[config.mk]
export PLATFORM = sky130hd
export DESIGN_NAME = io_output_serializer
export DESIGN_NICKNAME = d
export VERILOG_FILES = /design/src/rtl/io_output_serializer.sv
export SDC_FILE = /design/constraint.sdc
export NUM_CORES = 1
export LEC_CHECK = 0
export ABC_CLOCK_PERIOD_IN_PS = 4450
export CAP_MARGIN = 20
export CORE_ASPECT_RATIO = 1.1
export CORE_MARGIN = 4
export CORE_UTILIZATION = 56
export CTS_CLUSTER_SIZE = 24
export DETAILED_ROUTE_END_ITERATION = 12
export GPL_ROUTABILITY_DRIVEN = 0
export PLACE_DENSITY = 0.78
export SLEW_MARGIN = 10
export SYNTH_ARGS = -nofsm -noshare
export SYNTH_HDL_FRONTEND = slang
export SYNTH_SLANG_ARGS = --single-unit
[constraint.sdc]
create_clock -name clk -period 4.45 [get_ports clk]
set_clock_uncertainty 0.05 [all_clocks]
set_input_delay 1.335 -clock clk [delete_from_list [all_inputs] [get_ports clk]]
set_output_delay 1.335 -clock clk [all_outputs]
set_load 0.005 [all_outputs]
[src/rtl/io_output_serializer.sv]
// Start/stop framed serializer driving one output pad bit.
// Bit period is div+1 clocks, captured with the word at acceptance.
module io_output_serializer #(
  parameter int DATA_WIDTH = 8,
  parameter int DIV_WIDTH  = 8
) (
  input  logic                  clk,
  input  logic                  reset,
  input  logic [DIV_WIDTH-1:0]  div,
  input  logic [DATA_WIDTH-1:0] in_data,
  input  logic                  in_valid,
  output logic                  in_ready,
  output logic [0:0]            iopad_outpad,
  output logic                  busy,
  output logic                  frame_done
);

  typedef enum logic [1:0] {
    IDLE  = 2'd0,
    START = 2'd1,
    DATA  = 2'd2,
    STOP  = 2'd3
  } state_t;

  localparam int IDXW =
    (DATA_WIDTH > 1) ? $clog2(DATA_WIDTH) : 1;
  localparam logic [IDXW-1:0] LAST_IDX =
    IDXW'(DATA_WIDTH - 1);

  state_t                state_q, state_d;
  logic [DATA_WIDTH-1:0] shift_q, shift_d;
  logic [DIV_WIDTH-1:0]  div_q, div_d;
  logic [DIV_WIDTH-1:0]  timer_q, timer_d;
  logic [IDXW-1:0]       idx_q, idx_d;
  logic                  pad_q, pad_d;
  logic                  done_q, done_d;

  logic accept;
  logic bit_end;
  logic last_bit;

  assign accept   = in_valid && (state_q == IDLE);
  assign bit_end  = (timer_q == div_q);
  assign last_bit = (idx_q == LAST_IDX);

  // State and datapath registers; reset wins over any handshake
  always_ff @(posedge clk) begin
    if (reset) begin
      state_q <= IDLE;
      shift_q <= '0;
      div_q   <= '0;
      timer_q <= '0;
      idx_q   <= '0;
      pad_q   <= 1'b1;
      done_q  <= 1'b0;
    end else begin
      state_q <= state_d;
      shift_q <= shift_d;
      div_q   <= div_d;
      timer_q <= timer_d;
      idx_q   <= idx_d;
      pad_q   <= pad_d;
      done_q  <= done_d;
    end
  end

  // Next-state: each phase advances when its bit period expires
  always_comb begin
    state_d = state_q;
    unique case (state_q)
      IDLE:  if (accept) state_d = START;
      START: if (bit_end) state_d = DATA;
      DATA:  if (bit_end && last_bit) state_d = STOP;
      STOP:  if (bit_end) state_d = IDLE;
      default: state_d = IDLE;
    endcase
  end

  // Datapath next values: timer runs 0..div, pad is precomputed
  always_comb begin
    shift_d = shift_q;
    div_d   = div_q;
    idx_d   = idx_q;
    pad_d   = pad_q;
    done_d  = 1'b0;
    if (state_q == IDLE || bit_end) begin
      timer_d = '0;
    end else begin
      timer_d = timer_q + DIV_WIDTH'(1);
    end
    unique case (state_q)
      IDLE: begin
        pad_d = 1'b1;
        if (accept) begin
          shift_d = in_data;
          div_d   = div;
          idx_d   = '0;
          pad_d   = 1'b0;
        end
      end
      START: begin
        if (bit_end) pad_d = shift_q[0];
      end
      DATA: begin
        if (bit_end) begin
          if (last_bit) begin
            pad_d = 1'b1;
          end else begin
            shift_d = shift_q >> 1;
            idx_d   = idx_q + IDXW'(1);
            pad_d   = shift_d[0];
          end
        end
      end
      STOP: begin
        if (bit_end) begin
          pad_d  = 1'b1;
          done_d = 1'b1;
          idx_d  = '0;
        end
      end
      default: pad_d = 1'b1;
    endcase
  end

  // Outputs: handshake and status decoded from state
  always_comb begin
    in_ready        = (state_q == IDLE);
    busy            = (state_q != IDLE);
    frame_done      = done_q;
    iopad_outpad[0] = pad_q;
  end

endmodule

### Yosys cells after proc, flatten, opt, wreduce, memory -nomap -nowiden

Index checks and enable logic that the tools add are counted.
W data, S select, Z words.

| cells by class | value |
|---|---|
| add/subtract/negate cells | 2 |
| multiply operators | 0 |
| div/mod/pow operators | 0 |
| $lt $le $gt $ge | 0 |
| equality and inequality tests | 11 |
| shifts and indexed selects | 0 |
| mux-type cells | 21 |
| bitwise operators | 1 |
| reduce and logical (&&, ||, !) cells | 14 |

Operators by type and width:

| operator | number |
|---|---|
| $mux W8 | 3 |
| $pmux W8 S2 | 1 |
| $mux W3 | 4 |
| $ne A2 B2 Y1 const B | 5 |
| $pmux W3 S3 | 1 |
| $add A8 B1 Y8 const B | 1 |
| $eq A8 B8 Y1 | 1 |
| $mux W2 | 4 |
| $pmux W2 S4 | 1 |
| $reduce_and A4 Y1 | 2 |
| $mux W1 | 6 |
| $reduce_and A5 Y1 | 1 |
| $eq A2 B2 Y1 const B | 2 |
| $pmux W1 S4 | 1 |
| $reduce_bool A2 Y1 | 2 |
| $reduce_or A2 Y1 | 2 |
| $add A3 B1 Y3 const B | 1 |
| $eq A3 B3 Y1 const B | 1 |
| $reduce_and A3 Y1 | 1 |
| $reduce_bool A3 Y1 | 1 |
| $eq A2 B1 Y1 const B | 1 |
| $logic_and A1 B1 Y1 | 2 |
| $logic_not A2 Y1 | 1 |
| $ne A2 B1 Y1 const B | 1 |
| other kinds (3) | 3 |

| word-level totals | value |
|---|---|
| bits in registers | 31 |
| latch bits | 0 |
| bits in writable memories | 0 |
| bits in read-only memories | 0 |
| word-level logic and storage cells | 56 |
| memories | 0 |

### Longest topological paths before layout

| depth | value |
|---|---|
| word-level depth | 4 |
| mapped depth | 9 |
| depth with buffers taken out | 7 |

### Worst setup path after synthesis

No wires, ideal clock.

| timing path | value |
|---|---|
| kind | input port to flip-flop |
| from | input in_valid |
| to | register idx_q[0] |
| arrival | 2.223 ns |
| slack | 2.106 ns |
| stages on the path | 4 |
| cells stage by stage | nor2_1 a211o_1 or4b_1 a21oi_1 |

| on the way | value |
|---|---|
| word-level cells in the longest chain between the ends | 3 |

RTL lines:

| element | RTL line | RTL |
|---|---|---|
| start: declaration | 11 | `input logic in_valid,` |
| $logic_and A1 B1 Y1 | 42 | `assign accept = in_valid && (state_q == IDLE);` |
| $ne A2 B1 Y1 (no line) | -- |  |
| $reduce_and A5 Y1 (no line) | -- |  |
| end signal: assignment | 61 | `idx_q <= idx_d;` |
| end: declaration | 34 | `logic [IDXW-1:0] idx_q, idx_d;` |

Every way passes these cells.
A chain may end at the register's enable or synchronous reset.

### Worst setup path in the final report

| timing path | value |
|---|---|
| from | register state_q[0] |
| to | output busy |

| on the way | value |
|---|---|
| word-level cells in the longest chain between the ends | 1 |

RTL lines:

| element | RTL line | RTL |
|---|---|---|
| start: declaration | 30 | `state_t state_q, state_d;` |
| start signal: assignment | 57 | `state_q <= state_d;` |
| $reduce_bool A2 Y1 | 129 | `busy = (state_q != IDLE);` |
| end: declaration | 14 | `output logic busy,` |

Every way passes these cells.

==> reports/metrics.cfg <==
[drt]
drtPass1Iterations = 4
vias = 1245
drc = 0
drtAntennaViolNets = 0
via_per_inst = 5.63
first_iter_violations = 19
avgRoutedWirePerCell_microns = 13.5
wl_microns = 2990

[logic_synthesis]
synth-edff-count = 0
synth_flop_cell = dfxtp_1
synth_seq_area_share_pct = 41.3
synth_seq_cells = 31
syn_inst = 168
netlist_area_sq_mm = 0.00150
avgSynthCellArea_sq_um = 8.94
ys_async_sr_fraction_pct = 0
syn_nets = 195
synth_cell_type_count = 33
yosys_warnings = 0

[setup_path]
path_cells = inv_1 > ha_1 > inv_1 > clkdlybuf4s50_1
crit_slowest_cell = clkdlybuf4s50_1
path_buf_inv = 3
endpoint_kind = output port
slowest_delay_ns = 0.51
r2r_slack_ns = 1.93
worst_ep_arrival_time_ns = 1.70
criticalPathCategory = flip-flop to output port
cp_max_fo = 5
crit_top_cell = inv_1
required_ns = 3.06
start_kind = flip-flop
path_delay_family = buffers and inverters

[run]
drv_cap = 0

[placement]
place_area_sq_mm = 0.00173
dp.cells = 214
portBuffers = 22
dpl.hpwl_microns = 2170

[grt]
grt_pass1_vias = 1193
use_met1_pct = 18.7
grt-busiest-layer = met2
grt_pass1_wl_microns = 5000
use_met2_pct = 29.5
grtUsageMet3_pct = 6.63
grt_max_degree = 23
grtUsageTotal_pct = 18.2
antenna_found_initial = 0
grt_overflow_total = 0

[finish]
fill_cells = 198
drive_gt1_share_pct = 5.79
multi_input_area_sq_um = 827
seq_area_sq_um = 621
area_growth_pct = 18.7
stdcell_area_sq_mm = 0.00178
finalNonFillerCells = 221
final_nets = 217
n_antenna_cell = 0

[cts]
numCtsBuffers = 5
holdBufCountCts = 0
cts_max_path_buffers = 2
clockRootBuffer = clkbuf_4
cts_tree = yes
post_cts.repair.setup_buffers = 0
cts_max_level = 2
clk_latency_ns = 0.33
cts_resized = 0
cts_num_sinks = 31
clkTransAtPathRegs_ns = 0.09

[sta]
finalSetupViolations = 0
post-route-period-util_pct = 69.2
worstMarginPinSlew_ns = 0.857
drv_slew = 0
fmax_mhz = 325
max_slew_margin_pct = 42.7
fin_tns_setup_ns = 0
hold_violations = 0
finalCriticalPeriod_ns = 3.08
rsz0062_at_grt = false

[power]
p_switching_uw = 345
clkPwrFrac_pct = 18.2
ir_worst_vdd_uv = 424
leakage_uw = 0.000668
powerDensity_mw_per_mm2 = 515
p_seq_share_pct = 40.1
swShare_pct = 37.6
power.total_uw = 918
p_int_uw = 573
p_comb_share_pct = 41.7

[min_path]
hp-class = flip-flop to flip-flop

[floorplan]
initial_core_util_pct = 59.0
die-area_sq_mm = 0.00357
ios = 23
core-area_sq_mm = 0.00254
num_rows = 19
chipHeight_microns = 62.3
die_w_microns = 57.4

[status]
outcome = complete, no violations

## metal layers
| metal | share of wire (%) | wire length [microns] |
|---|---|---|
| met4 | 3.3 | 98 |
| met5 | 0 | 0 |
| met1 | 42 | 1250 |
| met3 | 4.8 | 143 |
| met2 | 50 | 1500 |
## flip-flops by register name (all words and copies together) (netlist names)
| register | cells |
|---|---|
| iopad_outpad | 1 |
| timer_q | 8 |
| div_q | 8 |
| frame_done | 1 |
| shift_q | 8 |
| state_q | 2 |
| idx_q | 3 |
## per-stage QoR
stage	setup slack [ns]	utilization, %	hold WS, ns
after floorplan	2.11	-	0.386
after global placement	1.42	67.8	0.402
after detailed placement	1.36	67.8	0.410
after CTS	1.33	70.0	0.428
after global routing	1.26	70.0	0.450
final	1.37	70.0	0.428
## Yosys cell counts, drive strengths merged (3+ instances only)
cell type	count	share of area, %
inv	5	1.3
o21ai	5	1.7
a211oi	8	4.3
ha	8	6.7
dfxtp	31	41
xnor2	9	5.3
xor2	5	2.9
nand2	22	5.5
a21oi	13	4.6
clkbuf	5	1.3
nor2	19	4.9
mux2i	8	5.3
nand3	6	2.0
and3	3	1.3
or3	3	1.3
## power by group through the flow
stage	Clock (uW)	Combinational, uW	Sequential (uW)
2_1_floorplan	0	290	365
3_3_place_gp	0	369	372
3_5_place_dp	0	380	375
4_1_cts	174	382	369
5_1_grt	189	426	375
6_report	167	383	368
## placed cells by master (no fill, tap or decap), drive strengths merged, types with 8 or more instances in the layout
master	netlist	layout
ha	8	8
dfxtp	31	31
nor2	19	19
a211oi	8	8
nand2	22	22
clkdlybuf4s50	0	22
mux2i	8	8
a21oi	13	13
xnor2	9	9
## area by class of cell
type / count / area share, %
multi-input cells: 125 / 46.4
flip-flops and latches: 31 / 34.8
repair buffers: 22 / 12.4
clock buffers: 6 / 2.88
well taps: 31 / 2.18
inverters: 5 / 1.05
clock inverters: 1 / 0.281
## worst paths after layout
path,depth (start not counted),endpoint,start
setup / recovery,4,busy,state_q[0]
hold / removal,2,div_q[6],div_q[6]
setup reg to reg,7,shift_q[5],state_q[0]
hold reg to reg,2,div_q[6],div_q[6]
## cell families (layout without fill, tap and decap cells)
group / Yosys count / after routing / share of synthesized area, %
xor gates and xnor gates: 14 / 14 / 8.17
and+or+nand+nor: 63 / 63 / 19.6
AOI/OAI and AO/OA: 32 / 32 / 15.3
muxes: 8 / 8 / 5.33
buffers and inverters: 12 / 34 / 3.58
adders and majority gates: 8 / 8 / 6.67
DFF: 31 / 31 / 41.3
## worst register-to-register path, cell delays in order (launching register included)
cell and delay (ns):
dfxtp_1 0.35, inv_1 0.11, ha_1 0.67, nor2b_1 0.25, o21ai_1 0.13, o32ai_4 0.54
nor2_1 0.08, a211oi_1 0.24
No activity file was read; power rests on OpenSTA's default activity.
